### config.mk
export PLATFORM = sky130hd
export DESIGN_NAME = vm1_dma_arbiter
export DESIGN_NICKNAME = d
export VERILOG_FILES = /design/src/rtl/vm1_dma_pkg.sv /design/src/rtl/vm1_dma_arbiter_rr_pick.sv /design/src/rtl/vm1_dma_arbiter.sv
export SDC_FILE = /design/constraint.sdc
export NUM_CORES = 1
export LEC_CHECK = 0
export ABC_CLOCK_PERIOD_IN_PS = 2100
export CORE_MARGIN = 2
export CORE_UTILIZATION = 59
export CTS_BUF_LIST = sky130_fd_sc_hd__clkbuf_2
export CTS_CLUSTER_DIAMETER = 80
export CTS_CLUSTER_SIZE = 8
export DETAILED_ROUTE_END_ITERATION = 16
export PLACE_DENSITY = 0.86
export SLEW_MARGIN = 20
export SYNTH_ARGS = -nofsm -noshare
export SYNTH_HDL_FRONTEND = slang
export SYNTH_SLANG_ARGS = --single-unit
### constraint.sdc
create_clock -name pin_clk -period 2.1 [get_ports pin_clk]
set_input_delay 0.42 -clock pin_clk [delete_from_list [all_inputs] [get_ports pin_clk]]
set_output_delay 0.42 -clock pin_clk [all_outputs]
set_load 0.01 [all_outputs]
### src/rtl/vm1_dma_pkg.sv
// vm1_dma_pkg
//   Shared definitions for the 1801VM1 DMA bus arbiter: the arbiter FSM
//   state encoding and the default DMGO wait limit.
package vm1_dma_pkg;

    typedef enum logic [2:0] {
        ARB_IDLE      = 3'd0,
        ARB_REQ       = 3'd1,
        ARB_WAIT_FREE = 3'd2,
        ARB_OWN       = 3'd3,
        ARB_RELEASE   = 3'd4
    } arb_state_e;

    // pin_clk cycles to wait for DMGO before a request is abandoned
    localparam int unsigned REQ_TIMEOUT_DEFAULT = 1024;

endpackage

### src/rtl/vm1_dma_arbiter_rr_pick.sv
// vm1_rr_pick
//   Combinational round-robin picker. Selects the first set bit of req,
//   searching upward from index rr and wrapping around to 0.
//   Ports:
//     req   in   NREQ   request vector
//     rr    in   OWN_W  search start index (must be < NREQ)
//     found out  1      at least one request bit is set
//     idx   out  OWN_W  selected index (0 when nothing is set)
module vm1_rr_pick
    import vm1_dma_pkg::*;
#(
    parameter int unsigned NREQ  = 2,
    parameter int unsigned OWN_W = 1
)(
    input  logic [NREQ-1:0]  req,
    input  logic [OWN_W-1:0] rr,
    output logic             found,
    output logic [OWN_W-1:0] idx
);

    logic             found_hi;
    logic             found_lo;
    logic [OWN_W-1:0] idx_hi;
    logic [OWN_W-1:0] idx_lo;

    // Wrap-around search split into two priority scans: the lowest set bit
    // at or above rr wins, otherwise the lowest set bit overall.
    always_comb begin
        found_hi = 1'b0;
        found_lo = 1'b0;
        idx_hi   = '0;
        idx_lo   = '0;
        for (int unsigned j = 0; j < NREQ; j++) begin
            if (req[j] && (j >= 32'(rr)) && !found_hi) begin
                found_hi = 1'b1;
                idx_hi   = OWN_W'(j);
            end
            if (req[j] && !found_lo) begin
                found_lo = 1'b1;
                idx_lo   = OWN_W'(j);
            end
        end
        found = found_lo;
        idx   = found_hi ? idx_hi : idx_lo;
    end

endmodule

### src/rtl/vm1_dma_arbiter.sv
// vm1_dma_arbiter
//   Shares the 1801VM1 bus between the CPU core and NREQ on-chip DMA
//   masters. Runs the DMR/DMGO/SACK handshake with the core on behalf of
//   the requesters and grants the bus to one requester at a time with
//   round-robin priority. All outputs are registered.
//   Ports:
//     pin_clk     in   1      system clock
//     reset       in   1      synchronous, active-high reset
//     cpu_dmgo    in   1      DMA grant from CPU (pin_dmgo)
//     cpu_bsy     in   1      CPU bus busy (pin_bsy)
//     cpu_dmr     out  1      DMA request to CPU (pin_dmr)
//     cpu_sack    out  1      DMA acknowledge to CPU (pin_sack)
//     req         in   NREQ   per-requester bus request (level)
//     gnt         out  NREQ   per-requester grant, one-hot or zero
//     owner       out  OWN_W  index of current or pending owner
//     bus_dma     out  1      external mux select: 1 = DMA master, 0 = CPU
//     timeout_err out  1      one-cycle pulse when a request times out
module vm1_dma_arbiter
    import vm1_dma_pkg::*;
#(
    parameter  int unsigned NREQ        = 2,
    parameter  int unsigned REQ_TIMEOUT = REQ_TIMEOUT_DEFAULT,
    localparam int unsigned OWN_W       = (NREQ > 1) ? $clog2(NREQ) : 1
)(
    input  logic             pin_clk,
    input  logic             reset,
    input  logic             cpu_dmgo,
    input  logic             cpu_bsy,
    output logic             cpu_dmr,
    output logic             cpu_sack,
    input  logic [NREQ-1:0]  req,
    output logic [NREQ-1:0]  gnt,
    output logic [OWN_W-1:0] owner,
    output logic             bus_dma,
    output logic             timeout_err
);

    localparam int unsigned      CNT_W    = (REQ_TIMEOUT > 1) ? $clog2(REQ_TIMEOUT) : 1;
    localparam logic [CNT_W-1:0] CNT_LAST = CNT_W'(REQ_TIMEOUT - 1);
    localparam logic [OWN_W-1:0] OWN_LAST = OWN_W'(NREQ - 1);

    arb_state_e       state_q, state_d;
    logic [OWN_W-1:0] owner_q, owner_d;
    logic [OWN_W-1:0] rr_q, rr_d;
    logic [CNT_W-1:0] cnt_q, cnt_d;
    logic             cpu_dmr_q, cpu_dmr_d;
    logic             cpu_sack_q, cpu_sack_d;
    logic [NREQ-1:0]  gnt_q, gnt_d;
    logic             bus_dma_q, bus_dma_d;
    logic             timeout_err_q, timeout_err_d;

    logic             pick_found;
    logic [OWN_W-1:0] pick_idx;
    logic [OWN_W-1:0] owner_inc;
    logic             req_own;

    vm1_rr_pick #(
        .NREQ  (NREQ),
        .OWN_W (OWN_W)
    ) u_pick (
        .req   (req),
        .rr    (rr_q),
        .found (pick_found),
        .idx   (pick_idx)
    );

    assign owner_inc = (owner_q == OWN_LAST) ? '0 : owner_q + OWN_W'(1);
    assign req_own   = req[owner_q];

    always_comb begin
        state_d       = state_q;
        owner_d       = owner_q;
        rr_d          = rr_q;
        cnt_d         = cnt_q;
        timeout_err_d = 1'b0;

        case (state_q)
            ARB_IDLE: begin
                if (pick_found) begin
                    owner_d = pick_idx;
                    cnt_d   = '0;
                    state_d = ARB_REQ;
                end
            end
            ARB_REQ: begin
                cnt_d = cnt_q + CNT_W'(1);
                // A withdrawn request beats a DMGO arriving in the same cycle.
                if (!req_own) begin
                    state_d = ARB_IDLE;
                end else if (cpu_dmgo) begin
                    state_d = ARB_WAIT_FREE;
                end else if (cnt_q == CNT_LAST) begin
                    state_d       = ARB_IDLE;
                    timeout_err_d = 1'b1;
                    rr_d          = owner_inc;
                end
            end
            ARB_WAIT_FREE: begin
                if (!req_own) begin
                    state_d = ARB_RELEASE;
                end else if (!cpu_bsy) begin
                    state_d = ARB_OWN;
                end
            end
            ARB_OWN: begin
                if (!req_own) begin
                    state_d = ARB_RELEASE;
                end
            end
            ARB_RELEASE: begin
                rr_d    = owner_inc;
                state_d = ARB_IDLE;
            end
            default: begin
                state_d = ARB_IDLE;
            end
        endcase

        // Outputs are a function of the state being entered, so they line
        // up with the state register without a separate output decode stage.
        cpu_dmr_d  = (state_d == ARB_REQ);
        cpu_sack_d = (state_d == ARB_WAIT_FREE) || (state_d == ARB_OWN) ||
                     (state_d == ARB_RELEASE);
        bus_dma_d  = (state_d == ARB_OWN);
        gnt_d      = bus_dma_d ? (NREQ'(1) << owner_d) : '0;
    end

    always_ff @(posedge pin_clk) begin
        if (reset) begin
            state_q       <= ARB_IDLE;
            owner_q       <= '0;
            rr_q          <= '0;
            cnt_q         <= '0;
            cpu_dmr_q     <= 1'b0;
            cpu_sack_q    <= 1'b0;
            gnt_q         <= '0;
            bus_dma_q     <= 1'b0;
            timeout_err_q <= 1'b0;
        end else begin
            state_q       <= state_d;
            owner_q       <= owner_d;
            rr_q          <= rr_d;
            cnt_q         <= cnt_d;
            cpu_dmr_q     <= cpu_dmr_d;
            cpu_sack_q    <= cpu_sack_d;
            gnt_q         <= gnt_d;
            bus_dma_q     <= bus_dma_d;
            timeout_err_q <= timeout_err_d;
        end
    end

    assign cpu_dmr     = cpu_dmr_q;
    assign cpu_sack    = cpu_sack_q;
    assign gnt         = gnt_q;
    assign owner       = owner_q;
    assign bus_dma     = bus_dma_q;
    assign timeout_err = timeout_err_q;

endmodule

Yosys cells after proc, flatten, opt, wreduce, memory -nomap -nowiden
Index checks and enable logic that the tools add are counted.

word-level totals
  input bits = 6
  flip-flop bits (word level) = 21
  logic and storage cells = 71

operators by class
  shift operators = 1
  magnitude comparators = 2
  multiplexer cells = 27
  eq/ne operators = 13
  bitwise gates (word level) = 3
  reductions and logical operators = 14
  add/sub/neg operators = 2

operators with widths
  kind                                                 number
  two-way mux 3 bit                                    7
  one-hot mux 10 bit (2 select lines)                  1
  two-way mux 1 bit                                    16
  == test 3 x 2 -> 1 bit (second input constant)       4
  one-hot mux 3 bit (4 select lines)                   1
  adder 10 x 1 -> 10 bit (second input constant)       1
  == test 10 bit (second input constant)               1
  two-way mux 10 bit                                   1
  inequality test 2 bit (second input constant)        4
  == test 3 x 1 -> 1 bit (second input constant)       2
  == test 3 bit (second input constant)                2
  AND reduction 4 bit                                  1
  nonzero test 2 bit                                   2
  OR reduction 4 bit                                   1
  logical AND 1 bit                                    3
  zero test 3 bit                                      1
  inverter 1 bit                                       3
  zero test 1 bit                                      2
  logical OR 1 bit                                     2
  < comparator 1 x 2 -> 1 bit (second input constant)  1
  one-hot mux 1 bit (2 select lines)                   1
  AND reduction 2 bit                                  1
  OR reduction 2 bit                                   1
  left shift 1 x 1 -> 2 bit (first input constant)     1
  other kinds (2)                                      2

Logic depth before layout (Yosys ltp)
  depth in word-level cells = 10
  mapped depth = 5
  depth with buffers taken out = 5

By module
Synthesis repeated with hierarchy kept, for this count alone.

unflattened totals
  cells, all modules = 114
  area total of the unflattened synthesis = 975.9 um^2

modules (own cells, without submodules)
  module           area an instance (um^2)  cells an instance  sequential area each (um^2)  times used
  vm1_dma_arbiter  958.4                    111                420.4                        1
  vm1_rr_pick      17.5                     3                  0.0                          1

Least setup slack after synthesis
Ideal clock, no wire load.

  path kind = register to register
  start point = register owner_q (netlist: owner)
  end point = register cpu_sack_q (netlist: cpu_sack)
  data arrival time = 1.330 ns
  cell stages (with the launch flop) = 5
  required time = 1.980 ns
  path slack = 0.650 ns
  setup time = 0.120 ns
  cell sequence = dfxtp_1 > mux2i_2 > or3_1 > nor2_1 > or2_1

on the way
  longest elaborated chain between the ends = 7

ends and longest elaborated chain
  element                                                 line                                                                  text
  start: declaration                                      vm1_dma_arbiter.sv:43                                                 logic [OWN_W-1:0] owner_q, owner_d;
  start signal: assignment                                vm1_dma_arbiter.sv:141                                                owner_q <= owner_d;
  two-way mux 1 bit (implied by the code) * (2 in a row)  vm1_dma_arbiter.sv:68                                                 assign req_own = req[owner_q];
  two-way mux 3 bit, on equally long branches             vm1_dma_arbiter.sv:106, vm1_dma_arbiter.sv:88, vm1_dma_arbiter.sv:99
  one-hot mux 3 bit (4 select lines) *                    vm1_dma_arbiter.sv:77                                                 case (state_q)
  == test 3 x 2 -> 1 bit                                  vm1_dma_arbiter.sv:122                                                cpu_sack_d = (state_d == ARB_WAIT_FREE) || (state_d == ARB_OWN) ||
  logical OR 1 bit                                        vm1_dma_arbiter.sv:122
  logical OR 1 bit *                                      vm1_dma_arbiter.sv:122
  end signal: assignment                                  vm1_dma_arbiter.sv:145                                                cpu_sack_q <= cpu_sack_d;
  end: declaration                                        vm1_dma_arbiter.sv:47                                                 logic cpu_sack_q, cpu_sack_d;

Every way passes the cells marked *; elsewhere a longest branch is shown, timed or not. The select of a mux whose other input is x is not followed.
A chain may end at the register's enable or synchronous reset.

Worst setup path in the final report
  start point = register owner_q (netlist: owner)
  end point = output owner

RTL lines
  element           line                   text
  end: declaration  vm1_dma_arbiter.sv:33  output logic [OWN_W-1:0] owner,

No word-level cell between the ends.

==> impl_metrics.yaml <==
global_route:
  grt_usage_pct: 23.3
  grt_max_degree: 13
  overflow: 0
  grt_pass1_wl_um: 3370
  grt_pass1_vias: 827
  antenna_found_initial: 0
logic_synthesis:
  synth_area_per_cell_um2: 9.37
  ys.flop_type: "dfxtp_1"
  async_reset_ff_share_pct: 0
  ys.warnings.count: 0
  ys_ff_latch: 21
  syn-instance-count: 103
  synth-edff-count: 0
  ys_seq_area_share_pct: 43.6
  syn-num-nets: 110
  synth_top_area_share_pct: 43.6
  yosys.area.top_type: "dfxtp_1"
  synthDistinctLibCells: 41
  synth_area_um2: 965
  synthTopCellsByArea: "dfxtp_1 (44%), nor2_1 (7.0%), nand2_1 (2.7%), xnor2_1 (2.7%), a21oi_1 (2.6%)"
floorplanning:
  rows: 14
  dieWidth_um: 44.4
  dieArea_mm2: 0.00197
  start_util_pct: 63.3
  coreArea_mm2: 0.00152
  die_h_um: 44.4
  io_pins: 13
timing:
  worst_slew_pin_slew_ps: 442
  final.min_clock_period_ps: 1780
  fin_skew_ps: 13.5
  fin_ws_ps: 317
  rsz0062_at_grt: "false"
  finalHoldViolCount: 0
  whs_ps: 520
  period_share_pct: 84.9
  drv_slew: 0
  timing.setup.tns_ps: 0
  slew_headroom_pct: 70.4
  timing.fmax_mhz: 561
  setup_violations: 0
drt:
  num_vias: 821
  ant_nets: 0
  drc_errors: 0
  initialDrtViolationCount: 18
  wl_per_cell_um: 14.1
  routed_wl_um: 1910
  vias_per_cell: 6.08
  drt-pass1-iter-count: 4
clocking:
  cts_max_level: 1
  cts.repair.resized: 0
  cts_root_buffer: "clkbuf_2"
  cts_tree: "done"
  clockBufferDepth: 2
  clkSlewWorstSetupHoldPaths_ps: 210
  cts_buffers: 3
  cts_sinks: 21
  insertion_delay_ps: 320
  postCtsSetupBuffers: 0
  cts-hold-fix-buffers: 0
critical_path:
  path_delay_family: "buffers and inverters"
  crit_path_max_fanout: 4
  critical_path_class: "flop to output pin"
  cp-start-kind: "flop"
  cpMaxStageDelayCell: "clkdlybuf4s50_1"
  cp_cell_sequence: "clkdlybuf4s50_1"
  cp_data_arrival_time_ps: 1360
  end_kind: "output pin"
  slowest_delay_ps: 570
  cp_num_buf_inv: 1
  required_ps: 1680
power_and_ir_drop:
  p_sw_w: 0.000198
  clockPowerShare_pct: 23.7
  switching_share_pct: 28.1
  p_int_w: 0.000508
  comb_power_share_pct: 15.8
  power-per-cell-area_mw_per_mm2: 626
  p_seq_share_pct: 60.5
  p_leak_nw: 0.388
  peakVddDrop_mv: 0.465
cells_and_area:
  synthToLayoutAreaGrowth_pct: 17.0
  instances_no_fill: 135
  fillCellCount: 132
  post-route-util_pct: 74.1
  drive_above_1_share_pct: 15.1
  antennaDiodeCount: 0
  fin_nets: 127
placed_design:
  finalWeightedCongestion: 0.896
  hpwlAfterDp_um: 1500
  preCtsSetupSlack_ps: 67.8
  io_buffers: 12
  dp_cells: 131
outcome:
  status: "completed"
run:
  max_cap_violations: 0
worst_hold_path:
  hp-class: "flop to flop"
[cell families after synthesis]
| family | synth area share, % |
|---|---|
| AND/OR/NAND/NOR | 35.3 |
| flip-flops | 43.6 |
| AO/OA/AOI/OAI | 12.3 |
| XOR/XNOR | 4.54 |
| buffers and inverters | 1.56 |
| multiplexers | 1.43 |
| adder cells (fa/ha/maj) | 1.30 |
[cell usage in the layout (no fill, tap or decap), types with 2 or more instances in the layout]
cell type,n
a21oi_1,5
clkbuf_2,3
clkdlybuf4s50_1,12
dfxtp_1,21
inv_1,3
nand2_1,7
nand3_1,2
nand4_1,2
nor2_1,18
nor2b_1,2
nor3_1,2
nor3_2,2
o21ai_0,2
or2_1,2
or3_1,4
xnor2_1,3
xor2_1,2
[stage by stage]
stage / area [um2] / total power, W
3_5_place_dp: 1110 / 0.000546
6_report: 1130 / 0.000707
4_1_cts: 1130 / 0.000706
3_3_place_gp: 1110 / 0.000542
2_1_floorplan: 965 / 0.000501
5_1_grt: 1130 / 0.000741
[path summary, 6_finish.rpt]
kind / slack (ps) / cells after the start / end / startpoint
min reg2reg: 520 / 2 / cnt_q[9]$_SDFFE_PP0P_ / cnt_q[9]$_SDFFE_PP0P_
max: 320 / 1 / owner / owner$_SDFF_PP0_
max reg2reg: 480 / 5 / cpu_dmr$_SDFF_PP0_ / cnt_q[0]$_SDFFE_PP0P_
min: 520 / 2 / cnt_q[9]$_SDFFE_PP0P_ / cnt_q[9]$_SDFFE_PP0P_
[power groups by stage]
| stage | Sequential [W] | Clock [W] | Combinational [W] |
|---|---|---|---|
| 6_report | 0.000427 | 0.000168 | 0.000112 |
| 5_1_grt | 0.000429 | 0.000188 | 0.000123 |
| 4_1_cts | 0.000427 | 0.000167 | 0.000112 |
| 3_5_place_dp | 0.000435 | 0 | 0.000111 |
| 3_3_place_gp | 0.000434 | 0 | 0.000108 |
| 2_1_floorplan | 0.000435 | 0 | 0.0000663 |
[registers in the layout (all words and copies together) (netlist names)]
signal,cells
bus_dma,1
cnt_q,10
gnt,2
state_q,3
timeout_err,1
cpu_sack,1
rr_q,1
cpu_dmr,1
owner,1
[layer usage]
metal | vias to the layer above | GRT usage [%] | part of all wire [%]
met5 | - | 0 | 0
met4 | 0 | 13.9 | 2.4
met3 | 6 | 4.49 | 5.0
met2 | 30 | 38.8 | 48
met1 | 385 | 27.8 | 44
li1 | 400 | - | -
[cell usage after synthesis (2+ instances only)]
cell,instances
nand3_1,2
nor2_1,18
inv_1,3
dfxtp_1,21
nand4_1,2
nor3_1,2
xor2_1,2
nand2_1,7
xnor2_1,3
o21ai_0,2
or3_1,4
or2_1,2
a21oi_1,5
nor2b_1,2
nor3_2,2
[cell type report]
type | count | area, um2 | share of cell area (%)
well taps | 16 | 20.0 | 1.77
repair buffers | 13 | 128 | 11.3
flip-flops and latches | 21 | 420 | 37.3
clock inverters | 1 | 5.00 | 0.443
inverters | 3 | 11.3 | 0.998
multi-input cells | 78 | 529 | 46.9
clock buffers | 3 | 15.0 | 1.33
(Power assumes the default switching activity.)
